`src/rtl/mem_port_arbiter.sv`:
```
// mem_port_arbiter
//   Shares one single-port synchronous memory between two requesters
//   (PORT_A, PORT_B) with round-robin arbitration, at most one memory
//   command per cycle. Read data is routed back to the issuing port and
//   per-port write acknowledges are generated from fixed memory latencies.
//
// Ports
//   clk, rst_n              clock, asynchronous active-low reset
//   x_req/x_op/x_addr/x_wdata  requester command (x = a, b); op 01 WRITE,
//                           10 READ, 00/11 ignored; held until x_gnt
//   x_gnt                   command accepted this cycle (combinational)
//   x_wack                  write complete, 1-cycle pulse
//   x_rvalid/x_rdata        read data return, rdata holds when rvalid=0
//   mem_en/we/addr/wdata    registered command to the memory macro
//   mem_rdata               memory read data, valid R_LTY cycles after mem_en
module mem_port_arbiter #(
  parameter int unsigned D_W   = 32,
  parameter int unsigned A_W   = 10,
  parameter int unsigned R_LTY = 1,
  parameter int unsigned W_LTY = 1
) (
  input  logic           clk,
  input  logic           rst_n,
  input  logic           a_req,
  input  logic [1:0]     a_op,
  input  logic [A_W-1:0] a_addr,
  input  logic [D_W-1:0] a_wdata,
  output logic           a_gnt,
  output logic           a_wack,
  output logic           a_rvalid,
  output logic [D_W-1:0] a_rdata,
  input  logic           b_req,
  input  logic [1:0]     b_op,
  input  logic [A_W-1:0] b_addr,
  input  logic [D_W-1:0] b_wdata,
  output logic           b_gnt,
  output logic           b_wack,
  output logic           b_rvalid,
  output logic [D_W-1:0] b_rdata,
  output logic           mem_en,
  output logic           mem_we,
  output logic [A_W-1:0] mem_addr,
  output logic [D_W-1:0] mem_wdata,
  input  logic [D_W-1:0] mem_rdata
);

  typedef enum logic [1:0] {
    OP_NOP = 2'b00,
    OP_WR  = 2'b01,
    OP_RD  = 2'b10
  } op_e;

  logic           w_a_vld;
  logic           w_b_vld;
  logic           w_a_gnt;
  logic           w_b_gnt;
  logic           w_any_gnt;

  logic           r_last_b;   // 1: PORT_B was granted most recently
  logic           r_mem_en;
  logic           r_mem_we;
  logic [A_W-1:0] r_mem_addr;
  logic [D_W-1:0] r_mem_wdata;
  logic           r_iss_b;    // port id of the command currently on mem_*

  // Per-port in-flight tags; bit 0 is the youngest stage
  logic [R_LTY-1:0] r_rd_a;
  logic [R_LTY-1:0] r_rd_b;
  logic [W_LTY-1:0] r_wr_a;
  logic [W_LTY-1:0] r_wr_b;
  logic [R_LTY:0]   w_rd_a_nxt;
  logic [R_LTY:0]   w_rd_b_nxt;
  logic [W_LTY:0]   w_wr_a_nxt;
  logic [W_LTY:0]   w_wr_b_nxt;

  logic           r_a_rvalid;
  logic           r_b_rvalid;
  logic [D_W-1:0] r_a_rdata;
  logic [D_W-1:0] r_b_rdata;

  always_comb begin
    w_a_vld   = a_req && (a_op == OP_WR || a_op == OP_RD);
    w_b_vld   = b_req && (b_op == OP_WR || b_op == OP_RD);
    // Grants are gated by rst_n so they drop immediately during reset
    w_a_gnt   = rst_n && w_a_vld && (!w_b_vld || r_last_b);
    w_b_gnt   = rst_n && w_b_vld && (!w_a_vld || !r_last_b);
    w_any_gnt = w_a_gnt || w_b_gnt;
  end

  // Concatenation form keeps the shift legal for a depth of 1
  always_comb begin
    w_rd_a_nxt = {r_rd_a, r_mem_en && !r_mem_we && !r_iss_b};
    w_rd_b_nxt = {r_rd_b, r_mem_en && !r_mem_we &&  r_iss_b};
    w_wr_a_nxt = {r_wr_a, r_mem_en &&  r_mem_we && !r_iss_b};
    w_wr_b_nxt = {r_wr_b, r_mem_en &&  r_mem_we &&  r_iss_b};
  end

  always_ff @(posedge clk or negedge rst_n) begin
    if (!rst_n) begin
      r_last_b    <= 1'b1;
      r_mem_en    <= 1'b0;
      r_mem_we    <= 1'b0;
      r_mem_addr  <= '0;
      r_mem_wdata <= '0;
      r_iss_b     <= 1'b0;
    end else begin
      r_mem_en <= w_any_gnt;
      if (w_any_gnt) begin
        r_last_b    <= w_b_gnt;
        r_iss_b     <= w_b_gnt;
        r_mem_we    <= w_b_gnt ? (b_op == OP_WR) : (a_op == OP_WR);
        r_mem_addr  <= w_b_gnt ? b_addr  : a_addr;
        r_mem_wdata <= w_b_gnt ? b_wdata : a_wdata;
      end
    end
  end

  always_ff @(posedge clk or negedge rst_n) begin
    if (!rst_n) begin
      r_rd_a     <= '0;
      r_rd_b     <= '0;
      r_wr_a     <= '0;
      r_wr_b     <= '0;
      r_a_rvalid <= 1'b0;
      r_b_rvalid <= 1'b0;
      r_a_rdata  <= '0;
      r_b_rdata  <= '0;
    end else begin
      r_rd_a     <= w_rd_a_nxt[R_LTY-1:0];
      r_rd_b     <= w_rd_b_nxt[R_LTY-1:0];
      r_wr_a     <= w_wr_a_nxt[W_LTY-1:0];
      r_wr_b     <= w_wr_b_nxt[W_LTY-1:0];
      // Oldest read tag lines up with the cycle mem_rdata is valid
      r_a_rvalid <= r_rd_a[R_LTY-1];
      r_b_rvalid <= r_rd_b[R_LTY-1];
      if (r_rd_a[R_LTY-1]) r_a_rdata <= mem_rdata;
      if (r_rd_b[R_LTY-1]) r_b_rdata <= mem_rdata;
    end
  end

  assign a_gnt     = w_a_gnt;
  assign b_gnt     = w_b_gnt;
  assign a_wack    = r_wr_a[W_LTY-1];
  assign b_wack    = r_wr_b[W_LTY-1];
  assign a_rvalid  = r_a_rvalid;
  assign b_rvalid  = r_b_rvalid;
  assign a_rdata   = r_a_rdata;
  assign b_rdata   = r_b_rdata;
  assign mem_en    = r_mem_en;
  assign mem_we    = r_mem_we;
  assign mem_addr  = r_mem_addr;
  assign mem_wdata = r_mem_wdata;

endmodule

```
`config.mk`:
```
export PLATFORM = sky130hd
export DESIGN_NAME = mem_port_arbiter
export DESIGN_NICKNAME = d
export VERILOG_FILES = /design/src/rtl/mem_port_arbiter.sv
export SDC_FILE = /design/constraint.sdc
export NUM_CORES = 1
export LEC_CHECK = 0
export ABC_AREA = 1
export BUFFER_PORTS_ARGS = -buffer_cell sky130_fd_sc_hd__clkbuf_2
export CAP_MARGIN = 5
export CORE_MARGIN = 2
export CORE_UTILIZATION = 47
export DETAILED_ROUTE_END_ITERATION = 12
export HOLD_SLACK_MARGIN = 0.05
export PLACE_DENSITY = 0.77
export SETUP_SLACK_MARGIN = 0.3
export SLEW_MARGIN = 30
export SYNTH_ARGS = -nofsm -noshare
export SYNTH_HDL_FRONTEND = slang
export SYNTH_SLANG_ARGS = --single-unit
```
`constraint.sdc`:
```
create_clock -name clk -period 2 [get_ports clk]
set_input_delay 0.4 -clock clk [delete_from_list [all_inputs] [get_ports clk]]
set_output_delay 0.4 -clock clk [all_outputs]
set_load 0.05 [all_outputs]
```
==> impl_metrics.ini <==
[global_route]
grt_pass1_vias = 4451
gr-usage-all-layers_pct = 23.7
grt_pass1_wl_mm = 21.6
overflow = 0
grt_max_degree = 86
antenna_found_initial = 0

[drt]
wl_per_cell_um = 15.1
drt_pass1_iterations = 4
routed_wirelength_mm = 14.1
num_vias = 4539
ant_nets = 0
drc = 0
vias_per_cell = 4.85
drtIter0Drc = 318

[timing]
relSlewSlack_pct = 50.8
setup_slack_ns = 0.0876
tightestPinTransition_ns = 0.738
drv_slew = 0
min_period_over_period_pct = 95.6
hold_violations = 0
max_freq_mhz = 523
post-route-min-period_ns = 1.91
holdWs_ns = 0.111
finalSetupViolCount = 0
fin_tns_setup_ns = 0
skew_ns = 0.00719
grt_setup_unrepaired = true

[place]
place_hpwl_mm = 9.90
globalplace.congestion = 0.798
place_ws_ns = 0.0532
numPortBuffers = 237

[die]
chipHeight_um = 110
die_x_um = 110
core_area_mm2 = 0.0109
dieArea_mm2 = 0.0121
io_pins = 238
start_util_pct = 48.5
core.rowCount = 38

[clock_network]
path_clk_slew_ns = 0.06
cts_tree = done
htreeDepth = 4
clockBufferDepth = 2
clock_latency_ns = 0.52
cts.sinks = 116
numCtsBuffers = 17
root_buffer = clkbuf_8

[setup_path]
critPathArrivalTime_ns = 1.51
cp-end-kind = primary output
path_class = reg2out
path_max_fanout = 2
cp_data_required_time_ns = 1.60
start_kind = flop

[synth]
syn_nets = 664
yosysSeqAreaShare_pct = 54.9
ys_warn_count = 0
syn_area_mm2 = 0.00529
syn_area_per_cell_um2 = 9.82
synthCells = 538
synth_cell_types = 19
ys_ff_latch = 116

[layout]
final_layout_size_suffix_gt1_share_pct = 44.7
n_antenna_cell = 0
fillers = 821
finalNetCount = 909
synthToLayoutAreaGrowth_pct = 40.2

[outcome]
status = finished, final reports clean

[power]
peakVddDrop_uv = 1240
p_leak_nw = 4.07
power_density_mw_per_mm2 = 1660

[hold_path]
hp-class = in2async

[flow_run]
drv_cap = 0
==> kinds of logic after synthesis <==
logic type | synth area share [%]
compound gates | 0.308
fa+ha+maj | 0.473
buf+inv | 7.65
flops | 54.9
mux | 13.6
simple gates | 23.0
==> path summary, 6_finish.rpt <==
kind                               start          end  slack, ns  cells after the start
max                             r_last_b        b_gnt       0.09                      4
min                                rst_n  b_rdata[29]       0.11                      2
max reg2reg                     r_last_b  mem_addr[4]       0.61                      6
min reg2reg                      r_iss_b       r_rd_a       0.48                      1
max in group asynchronous          rst_n       mem_we       1.24                      3
min in group clk           mem_rdata[18]  a_rdata[18]       0.12                      2
==> cells in the mapped netlist <==
library cell / number / area [um^2]
a31oi_1: 1 / 6.26
buf_2: 20 / 100
clkbuf_1: 10 / 37.5
dfrtp_1: 115 / 2880
dfstp_2: 1 / 26.3
ha_1: 2 / 25.0
inv_1: 69 / 259
inv_2: 2 / 7.51
mux2_1: 8 / 90.1
mux2_2: 56 / 631
nand2_1: 105 / 394
nand2_2: 1 / 6.26
nand3_1: 35 / 175
nand3_2: 3 / 30.0
nand3b_1: 51 / 383
nor2_1: 52 / 195
nor2_4: 1 / 11.3
nor3_1: 4 / 20.0
o21ai_0: 2 / 10.0
==> worst max-delay path, cell delays in order (launching register included) <==
cell        delay, ns
dfstp_2          0.56
nand3_4          0.08
nand2_4          0.09
clkinvlp_4       0.09
clkbuf_16        0.17
==> placed cells by master (no fill, tap or decap), types with 4 or more instances in the layout <==
master	instances
clkbuf_2	234
dfrtp_1	115
nand2_1	104
inv_1	64
mux2_2	56
nor2_1	52
nand3b_1	51
nand3_1	35
clkbuf_16	17
buf_4	14
mux2_1	8
nor3_1	4
clkbuf_8	4
clkinv_2	4
==> state kept, by name (all words and copies together) (netlist names) <==
register,count
mem_addr,10
a_wack,1
a_rvalid,1
r_rd_b,1
mem_wdata,32
b_wack,1
b_rdata,32
r_iss_b,1
a_rdata,32
mem_en,1
r_last_b,1
b_rvalid,1
mem_we,1
r_rd_a,1
==> final cells by class <==
type	instances	area [um^2]	share of cell area, %
clock buffer	23	467	6.30
clock inverter	9	126	1.71
inverter	71	288	3.88
multi-input combinational	321	2040	27.5
sequential	116	2900	39.2
tap	140	175	2.36
timing repair buffer	256	1410	19.0
==> routing by layer <==
layer,global-route usage (%),part of all wire [%],vias to the layer above
met5,0,0,-
met4,9.04,2.1,0
met3,8.88,9.8,23
met2,40.0,49,204
met1,27.4,39,2124
li1,-,-,2188
==> stage by stage <==
step,std cells,util (%),power [mW],cell area [um^2]
6_report,936,68.1,12.3,7410
5_1_grt,936,68.1,12.9,7410
4_1_cts,935,67.9,12.4,7390
3_5_place_dp,901,62.1,9.34,6760
3_3_place_gp,901,62.0,9.20,6760
2_1_floorplan,538,-,7.88,5390
==> power breakdown <==
group | internal (mW) | switching (mW) | total [mW]
clock | 1.99 | 1.04 | 3.03
combinational | 1.41 | 4.17 | 5.57
sequential | 3.24 | 0.474 | 3.71
==> repair_timing <==
item | 4_1_cts | 5_1_grt
hold buffers | 1 | 1
pin swaps | 3 | 1
setup endpoints to repair | 2 | 48
gates resized for setup | 3 | 3
hold endpoints to repair | 30 | 2
setup buffers | 1 | 0
(Power assumes the default switching activity.)
